===== config.mk =====
export PLATFORM = sky130hd
export DESIGN_NAME = instruc_fetch_flat
export DESIGN_NICKNAME = d
export VERILOG_FILES = /design/src/rtl/instruc_fetch_if.sv /design/src/rtl/instruc_fetch.sv /design/src/flat_wrapper.sv
export SDC_FILE = /design/constraint.sdc
export NUM_CORES = 1
export LEC_CHECK = 0
export BUFFER_PORTS_ARGS = -buffer_cell sky130_fd_sc_hd__buf_2
export CAP_MARGIN = 20
export CORE_MARGIN = 4
export CORE_UTILIZATION = 51
export CTS_CLUSTER_SIZE = 25
export DETAILED_ROUTE_END_ITERATION = 8
export GPL_TIMING_DRIVEN = 0
export PLACE_DENSITY = 0.79
export RECOVER_POWER = 50
export REMOVE_ABC_BUFFERS = 1
export SYNTH_ARGS = -nofsm -noshare
export SYNTH_HDL_FRONTEND = slang
export SYNTH_SLANG_ARGS = --single-unit
export TNS_END_PERCENT = 100

===== constraint.sdc =====
create_clock -name clk -period 2.4 [get_ports clk]
set_clock_uncertainty 0.05 [all_clocks]
set_input_delay 0.12 -clock clk [delete_from_list [all_inputs] [get_ports clk]]
set_output_delay 0.12 -clock clk [all_outputs]
set_load 0.02 [all_outputs]

===== src/rtl/instruc_fetch_if.sv =====
// instruc_fetch_if: fetch-stage bus grouping control, instruction memory and IF/ID signals
interface instruc_fetch_if;
    logic        stall;
    logic        redirect;
    logic [31:0] redirectTarget;
    logic [31:0] instruc;
    logic [31:0] instrucAddress;
    logic [31:0] ifidInstruc;
    logic [31:0] ifidPC;
    logic        ifidValid;

    modport master (
        input  stall, redirect, redirectTarget, instruc,
        output instrucAddress, ifidInstruc, ifidPC, ifidValid
    );

    modport slave (
        output stall, redirect, redirectTarget, instruc,
        input  instrucAddress, ifidInstruc, ifidPC, ifidValid
    );
endinterface


===== src/rtl/instruc_fetch.sv =====
// instruc_fetch: PC register, in-flight tracking and IF/ID register of the fetch stage.
// Optional redirect counter enabled by defining INSTRUC_FETCH_REDIRECT_COUNT_EN.
module instruc_fetch (
    input  logic                   clk,
    input  logic                   rst_n,
    instruc_fetch_if.master        bus
`ifdef INSTRUC_FETCH_REDIRECT_COUNT_EN
    ,
    output logic [15:0]            redirectCount
`endif
);
    logic [31:0] pc;
    logic [31:0] pc_in_flight;
    logic        mem_valid;
    logic [31:0] ifid_instruc;
    logic [31:0] ifid_pc;
    logic        ifid_valid;

    assign bus.instrucAddress = pc;
    assign bus.ifidInstruc    = ifid_instruc;
    assign bus.ifidPC         = ifid_pc;
    assign bus.ifidValid      = ifid_valid;

    // PC advance, in-flight tag and IF/ID load; redirect outranks stall and flushes both stages
    always_ff @(posedge clk) begin
        if (!rst_n) begin
            pc           <= '0;
            pc_in_flight <= '0;
            mem_valid    <= 1'b0;
            ifid_instruc <= '0;
            ifid_pc      <= '0;
            ifid_valid   <= 1'b0;
        end else begin
            pc           <= bus.redirect ? bus.redirectTarget : bus.stall ? pc : pc + 32'd1;
            pc_in_flight <= bus.stall ? pc_in_flight : pc;
            mem_valid    <= bus.redirect ? 1'b0 : bus.stall ? mem_valid : 1'b1;
            if (bus.redirect) begin
                ifid_instruc <= '0;
                ifid_valid   <= 1'b0;
            end else if (!bus.stall) begin
                ifid_instruc <= mem_valid ? bus.instruc : '0;
                ifid_pc      <= pc_in_flight;
                ifid_valid   <= mem_valid;
            end
        end
    end

`ifdef INSTRUC_FETCH_REDIRECT_COUNT_EN
    // Saturating count of taken redirects
    always_ff @(posedge clk) begin
        if (!rst_n)
            redirectCount <= '0;
        else if (bus.redirect && redirectCount != 16'hFFFF)
            redirectCount <= redirectCount + 16'd1;
    end
`endif
endmodule


===== src/flat_wrapper.sv =====
// flat-port wrapper written by rule: the top's interface ports become plain ports
module instruc_fetch_flat 
  (clk, rst_n, bus_stall, bus_redirect, bus_redirectTarget, bus_instruc, bus_instrucAddress, bus_ifidInstruc, bus_ifidPC, bus_ifidValid);
  instruc_fetch_if bus_i ();
  input  logic clk;
  input  logic rst_n;
  input wire logic [$bits(bus_i.stall)-1:0] bus_stall;
  input wire logic [$bits(bus_i.redirect)-1:0] bus_redirect;
  input wire logic [$bits(bus_i.redirectTarget)-1:0] bus_redirectTarget;
  input wire logic [$bits(bus_i.instruc)-1:0] bus_instruc;
  output wire logic [$bits(bus_i.instrucAddress)-1:0] bus_instrucAddress;
  output wire logic [$bits(bus_i.ifidInstruc)-1:0] bus_ifidInstruc;
  output wire logic [$bits(bus_i.ifidPC)-1:0] bus_ifidPC;
  output wire logic [$bits(bus_i.ifidValid)-1:0] bus_ifidValid;
  assign bus_i.stall = bus_stall;
  assign bus_i.redirect = bus_redirect;
  assign bus_i.redirectTarget = bus_redirectTarget;
  assign bus_i.instruc = bus_instruc;
  assign bus_instrucAddress = bus_i.instrucAddress;
  assign bus_ifidInstruc = bus_i.ifidInstruc;
  assign bus_ifidPC = bus_i.ifidPC;
  assign bus_ifidValid = bus_i.ifidValid;
  instruc_fetch u_core (.clk(clk), .rst_n(rst_n), .bus(bus_i));
endmodule

==> results of run 1 <==
[power by group]
group          switching [mW]  total [mW]  internal [mW]  leakage [nW]
combinational           0.286       0.543          0.257          1.58
sequential             0.0948        2.33           2.23          1.06
clock                   0.873        2.27           1.40         0.248
total                    1.25        5.14           3.89          2.88
[registers in the layout, indices dropped and copies added, names as in the netlist]
signal and cells:
u_core.mem_valid 1, u_core.bus.ifidPC 32, u_core.bus.ifidInstruc 32, u_core.bus.ifidValid 1
u_core.bus.instrucAddress 32, u_core.pc_in_flight 32
[routing by layer]
layer / routed length, µm / vias to the layer above / share of wire, % / GRT usage [%]
li1: - / 2517 / - / -
met1: 6920 / 2429 / 43 / 31.9
met2: 7550 / 254 / 47 / 42.1
met3: 1150 / 37 / 7.2 / 6.22
met4: 359 / 0 / 2.2 / 10.6
met5: 0 / - / 0 / 0
[logic make-up after synthesis]
family,count (synthesis)
compound gates,133
buf+inv,51
fa+ha+maj,1
mux,33
flops,130
xor+xnor,13
simple gates,230
[final cells by class]
| cell class | instances | area [µm²] |
|---|---|---|
| flip-flops and latches | 130 | 2600 |
| fillers | 761 | 2900 |
| inverters | 5 | 18.8 |
| clock inverters | 6 | 60.1 |
| repair buffers | 233 | 1490 |
| well taps | 136 | 170 |
| clock buffers | 22 | 453 |
| multi-input cells | 410 | 2630 |
[cells in the mapped netlist, types with 2 or more instances]
| master | n | share of area, % |
|---|---|---|
| and3_1 | 2 | 0.23 |
| o21ai_0 | 23 | 2.1 |
| xor2_1 | 3 | 0.49 |
| and4_1 | 7 | 1.1 |
| mux2i_1 | 33 | 6.1 |
| a22oi_1 | 32 | 4.5 |
| nand3b_1 | 2 | 0.28 |
| a21boi_0 | 32 | 4.5 |
| nor3b_1 | 3 | 0.42 |
| nor2b_1 | 36 | 4.2 |
| nand2_1 | 80 | 5.6 |
| o31a_1 | 2 | 0.33 |
| o31ai_1 | 5 | 0.70 |
| buf_1 | 7 | 0.49 |
| o211a_1 | 6 | 1.1 |
| nor2_1 | 42 | 2.9 |
| nor4_1 | 8 | 0.93 |
| buf_2 | 3 | 0.28 |
| nand2b_1 | 4 | 0.46 |
| clkbuf_1 | 35 | 2.4 |
| nor3_1 | 9 | 0.84 |
| dfxtp_1 | 130 | 48 |
| inv_1 | 4 | 0.28 |
| nand4_1 | 9 | 1.0 |
| a21oi_1 | 12 | 1.1 |
| nand3_1 | 11 | 1.0 |
| or4_1 | 8 | 1.1 |
| xnor2_1 | 10 | 1.6 |
| a311oi_1 | 4 | 0.65 |
| a31oi_1 | 7 | 0.81 |
| a211oi_1 | 4 | 0.56 |
| and2_1 | 2 | 0.23 |
[worst min-delay path, delay by kind of cell]
kind | cells | cell delay, ps
AO/OA/AOI/OAI | 1 | 170
AND/OR/NAND/NOR | 1 | 50
buffers and inverters | 1 | 230
[repair_timing]
item,in CTS,in global routing
pin swaps,0,0
gates resized for setup,3,4
setup endpoints to repair,3,4
hold endpoints to repair,64,0
hold buffers,64,0
[worst paths after layout]
| check | endpoint | slack, ps |
|---|---|---|
| max | u_core.bus.instrucAddress[26]$_SDFFE_PN0P_ | 110 |
| min | u_core.bus.ifidValid$_SDFFE_PP0N_ | 60 |
| max reg2reg | u_core.bus.instrucAddress[26]$_SDFFE_PN0P_ | 110 |
| min reg2reg | u_core.bus.ifidPC[0]$_SDFFE_PN0P_ | 410 |
[cell usage in the layout, fill, tap and decap left out, drive strengths merged, types with 2 or more instances in the layout]
| master | count |
|---|---|
| a21boi | 32 |
| a31oi | 7 |
| nand4 | 10 |
| dfxtp | 130 |
| nand4b | 2 |
| or4 | 8 |
| clkbuf | 95 |
| o211a | 6 |
| nor4 | 9 |
| nor3b | 3 |
| o31ai | 5 |
| clkinvlp | 2 |
| o31a | 2 |
| and2 | 2 |
| clkinv | 4 |
| buf | 96 |
| nand2b | 4 |
| a21oi | 12 |
| nor2b | 36 |
| nand2 | 80 |
| xor2 | 3 |
| nor3 | 9 |
| dlygate4sd3 | 64 |
| a211oi | 4 |
| nand3b | 2 |
| xnor2 | 10 |
| inv | 4 |
| a311oi | 4 |
| mux2i | 33 |
| nand3 | 12 |
| a22oi | 32 |
| and3 | 2 |
| and4 | 7 |
| nor2 | 42 |
| o21ai | 23 |
[per-stage QoR]
stage	total power [mW]	utilization, %	worst slack [ps]	cell area (µm²)
2_1_floorplan	2.58	-	84.4	5210
3_3_place_gp	2.79	60.0	-1160	6200
3_5_place_dp	2.82	60.8	-251	6280
4_1_cts	5.16	72.1	4.24	7440
5_1_grt	5.35	71.9	20.0	7420
6_report	5.14	71.9	109	7420
==> reports/metrics.csv, run 1 <==
metric;value;unit
outcome;finished clean;
drv_slew;0;
slew_headroom;27.1;%
grt_max_degree;66;
cap_violations;0;
rsz0062_at_grt;no;
nets;866;
gp_congestion;0.914;
critPathTopFamily;simple AND/OR/NAND/NOR gates;
hold_ws;58.1;ps
start_util;52.2;%
clock_path_buffers;2;
cts_root_buf;clkbuf_8;
ir_worst_vdd;0.445;mV
globalRouteOverflowTotal;0;
hold_viol_final;0;
drt_pass1_iterations;5;
p_per_area;693;mW/mm²
fmax;437;MHz
io-pin-count;165;
area_growth;37.7;%
slowest_delay;570;ps
syn_inst;591;
r2r_cells;5;
htree_levels;4;
ys_seq_area_share;48.3;%
yosys.area_share.adder;0.232;%
die_x;111;µm
dieArea;0.0123;mm²
total_leakage_power;2.88;nW
path_cells;ha_2, nand4b_4, or4_4, or4_1, a31oi_1;
worst-path-buf-inv;0;
layout-drive-gt1-share;16.6;%
cts_buffers;17;
crit_path_end_kind;flop;
synth_top_family_by_area;simple AND/OR/NAND/NOR gates;
route.detailed.drc;0;
cp_max_fo;7;
worstHoldPathCells;3;
tritoncts;built;
setup_viol;0;
row_count;37;
clock_latency;510;ps
track_usage;25.5;%
critPathKind;reg2reg;
fin_crit_sh;95.5;%
wl_per_cell;17.0;µm
fin_cells;942;
ys_seq_elements;130;
io_buffers;164;
synthFlopType;dfxtp_1;
post-cts-setup-buffer-count;0;
drt-initial-drc-count;537;
synth_compound_area_share;17.4;%
cp.required;2790;ps
ys_types;48;
viasPerCell;5.56;
synth_xor_area_share;2.11;%
critPathLaunch;u_core.bus.instrucAddress[1]$_SDFFE_PN0P_;
postSynthAreaPerCell;9.12;µm²
core_area;0.0103;mm²
diodes;0;
dp.cells;848;
async_flop_share;0;%
worst_slew_pin_slew;1090;ps
yosysWarningCount;0;
yosys.area_share.simple;22.1;%
ant_nets;0;
clkSlewWorstSetupHoldPaths;60;ps
synth_mux_area_share;6.13;%
worstPathArrival;2680;ps
antenna_found_initial;0;
crit_path_start_kind;flop;
critical_path_cell_count;5;
num_vias;5237;
final.min_clock_period;2290;ps
route.final.wire_length;16000;µm
dieHeight;111;µm
r2r_start;u_core.bus.instrucAddress[1]$_SDFFE_PN0P_;
grt_pass1_wl;25800;µm
synth.cell_area;0.00539;mm²
cpMaxStageDelayCell;or4_4;
min-delay-start;bus_stall;
hpwl;9380;µm
grt_pass1_vias;5043;
clock_sinks;130;
finalSetupTns;0;ps
hold_class;in2reg;
synth_edf_count;0;
No activity file was read; power rests on OpenSTA's default activity.
==> run 2: changes to the inputs <==
--- a/config.mk
+++ b/config.mk
@@ -7,7 +7,7 @@
 export LEC_CHECK = 0
 export BUFFER_PORTS_ARGS = -buffer_cell sky130_fd_sc_hd__buf_2
 export CAP_MARGIN = 20
-export CORE_MARGIN = 4
+export CORE_MARGIN = 1
 export CORE_UTILIZATION = 51
 export CTS_CLUSTER_SIZE = 25
 export DETAILED_ROUTE_END_ITERATION = 8
==> run 2 against run 1 <==
Highest routed layer unchanged. Critical path type unchanged. Via count up 1.5%. Register-to-register slack worse by 20 ps. First-iteration DRC count down 30%. Critical path depth unchanged. Setup slack worse by 15 ps. Final cell count up 0.21%. Combinational power about the same.
==> reports/metrics.csv, run 2 (synthesis gave the netlist of run 1 again) <==
metric;value;unit;change
outcome;finished clean;;unchanged
critPathLaunch;u_core.bus.instrucAddress[1]$_SDFFE_PN0P_;;unchanged
htree_levels;4;;unchanged
final.min_clock_period;2310;ps;was 2290 ps
row_count;37;;unchanged
critical_path_cell_count;5;;unchanged
slowest_delay;570;ps;about the same
area_growth;38.2;%;was 37.7%
crit_path_start_kind;flop;;unchanged
track_usage;28.8;%;was 25.5%
num-fill-cells;770;;was 761
dp.cells;848;;unchanged
gp_congestion;0.772;;was 0.914
io-pin-count;165;;unchanged
drt-initial-drc-count;374;;was 537
hold_class;in2reg;;unchanged
cts_buffers;17;;unchanged
tritoncts;built;;unchanged
clock_latency;510;ps;about the same
wl_per_cell;16.8;µm;was 17.0 µm
cpMaxStageDelayCell;or4_4;;unchanged
hold_viol_final;0;;unchanged
die_x;105;µm;was 111 µm
io_buffers;164;;unchanged
cp_max_fo;7;;unchanged
drt_pass1_iterations;5;;unchanged
placed_area;0.00628;mm²;about the same
cap_violations;0;;unchanged
cts_root_buf;clkbuf_8;;unchanged
hold_ws;112;ps;was 58.1 ps
final_common_cell;dfxtp_1;;unchanged
viasPerCell;5.63;;was 5.56
r2r-end;u_core.bus.instrucAddress[26]$_SDFFE_PN0P_;;unchanged
grt_pass1_vias;5039;;was 5,043
worst-path-buf-inv;0;;unchanged
setup_viol;0;;unchanged
drv_slew;0;;unchanged
diodes;0;;unchanged
route.detailed.drc;0;;unchanged
worstPathArrival;2700;ps;was 2680 ps
use_met2;50.2;%;was 42.1%
dieHeight;105;µm;was 111 µm
nets;866;;unchanged
use_met1;34.4;%;was 31.9%
slew_headroom;10.2;%;was 27.1%
critPathTopFamily;simple AND/OR/NAND/NOR gates;;unchanged
worst_slew_pin_slew;1350;ps;was 1090 ps
grt_max_degree;67;;was 66
hpwl;9210;µm;was 9380 µm
design_area;0.00745;mm²;was 0.00742 mm²
busiest_layer;met2;;unchanged
ir_worst_vdd;0.478;mV;was 0.445 mV
num_vias;5318;;was 5,237
finalSetupTns;0;ps;unchanged
ant_nets;0;;unchanged
start_util;52.4;%;was 52.2%
cp-endpoint;u_core.bus.instrucAddress[26]$_SDFFE_PN0P_;;unchanged
total_leakage_power;2.93;nW;was 2.88 nW
final_cell_mix;dfxtp_1 (128), buf_2 (96), nand2_1 (80), clkbuf_1 (71), dlygate4sd3_1 (64);;was dfxtp_1 (129), buf_2 (90), nand2_1 (80), clkbuf_1 (76), dlygate4sd3_1 (64)
core_area;0.0103;mm²;about the same
layout-drive-gt1-share;17.6;%;was 16.6%
route.final.wire_length;15800;µm;was 16,000 µm
crit_path_end_kind;flop;;unchanged
r2r_start;u_core.bus.instrucAddress[1]$_SDFFE_PN0P_;;unchanged
p_total;5.30;mW;was 5.14 mW
worstHoldPathCells;3;;unchanged
dieArea;0.0110;mm²;was 0.0123 mm²
grt_pass1_wl;25100;µm;was 25,800 µm
clkSlewWorstSetupHoldPaths;60;ps;about the same
fmax;434;MHz;was 437 MHz
critPathKind;reg2reg;;unchanged
antenna_found_initial;0;;unchanged
r2r_slack;90;ps;was 110 ps
clock_path_buffers;2;;unchanged
post-cts-setup-buffer-count;0;;unchanged
fin_cells;944;;was 942
fin_crit_sh;96.1;%;was 95.5%
clock_sinks;130;;unchanged
r2r_cells;5;;unchanged
path_cells;ha_2, nand4b_4, or4_4, or4_1, a31oi_1;;unchanged
globalRouteOverflowTotal;0;;unchanged
grt_use_met3;6.11;%;was 6.22%
cp.required;2790;ps;about the same
p_per_area;711;mW/mm²;was 693 mW/mm²
-- run 2: repair_timing --
item                                    CTS  global route
endpoints found under the setup margin    5             5
hold buffers                             64             0
hold endpoints to repair                 64             0
gates resized for setup                   2             5
-- run 2: per-stage QoR --
step | util, % | worst slack (ps)
after floorplan | - | 84.4
after global placement | 60.3 | -1170
after detailed placement | 61.1 | -356
after CTS | 72.8 | 21.1
after global routing | 72.4 | -9.87
final | 72.4 | 93.9
-- run 2: layout make-up --
cell class | instances | area (µm²) | area share (%)
Clock inverter | 6 | 80.1 | 1.08
Sequential cell | 130 | 2610 | 35.0
Clock buffer | 24 | 470 | 6.32
Inverter | 5 | 18.8 | 0.252
Tap cell | 136 | 170 | 2.29
Multi-Input combinational cell | 410 | 2630 | 35.3
Timing Repair Buffer | 233 | 1470 | 19.8
-- run 2: report_power, final --
group / internal [mW] / leakage (nW) / total [mW] / switching (mW)
sequential: 2.23 / 1.06 / 2.33 / 0.0975
clock: 1.54 / 0.275 / 2.42 / 0.881
combinational: 0.257 / 1.59 / 0.542 / 0.285
-- run 2: routing by layer --
| layer | part of all wire (%) | up-vias |
|---|---|---|
| met3 | 6.9 | 27 |
| met5 | 0 | - |
| met1 | 42 | 2546 |
| met2 | 49 | 235 |
| met4 | 2.0 | 0 |
| li1 | - | 2510 |
-- run 2: worst min path at each step --
stage / endpoint / startpoint / slack [ps]
after floorplan: u_core.mem_valid$_SDFFE_PP0N_ / bus_stall / 160
after global placement: u_core.bus.instrucAddress[4]$_SDFFE_PN0P_ / bus_redirectTarget[4] / 290
after detailed placement: u_core.bus.instrucAddress[4]$_SDFFE_PN0P_ / bus_redirectTarget[4] / 300
after CTS: u_core.bus.instrucAddress[11]$_SDFFE_PN0P_ / rst_n / 70
after global routing: u_core.pc_in_flight[24]$_SDFFE_PN0N_ / bus_stall / 120
final: u_core.bus.ifidValid$_SDFFE_PP0N_ / bus_stall / 110
-- run 2: worst min-delay path: stages --
cell,delay (ps)
buf_4,250
a21oi_1,180
nor2_1,50
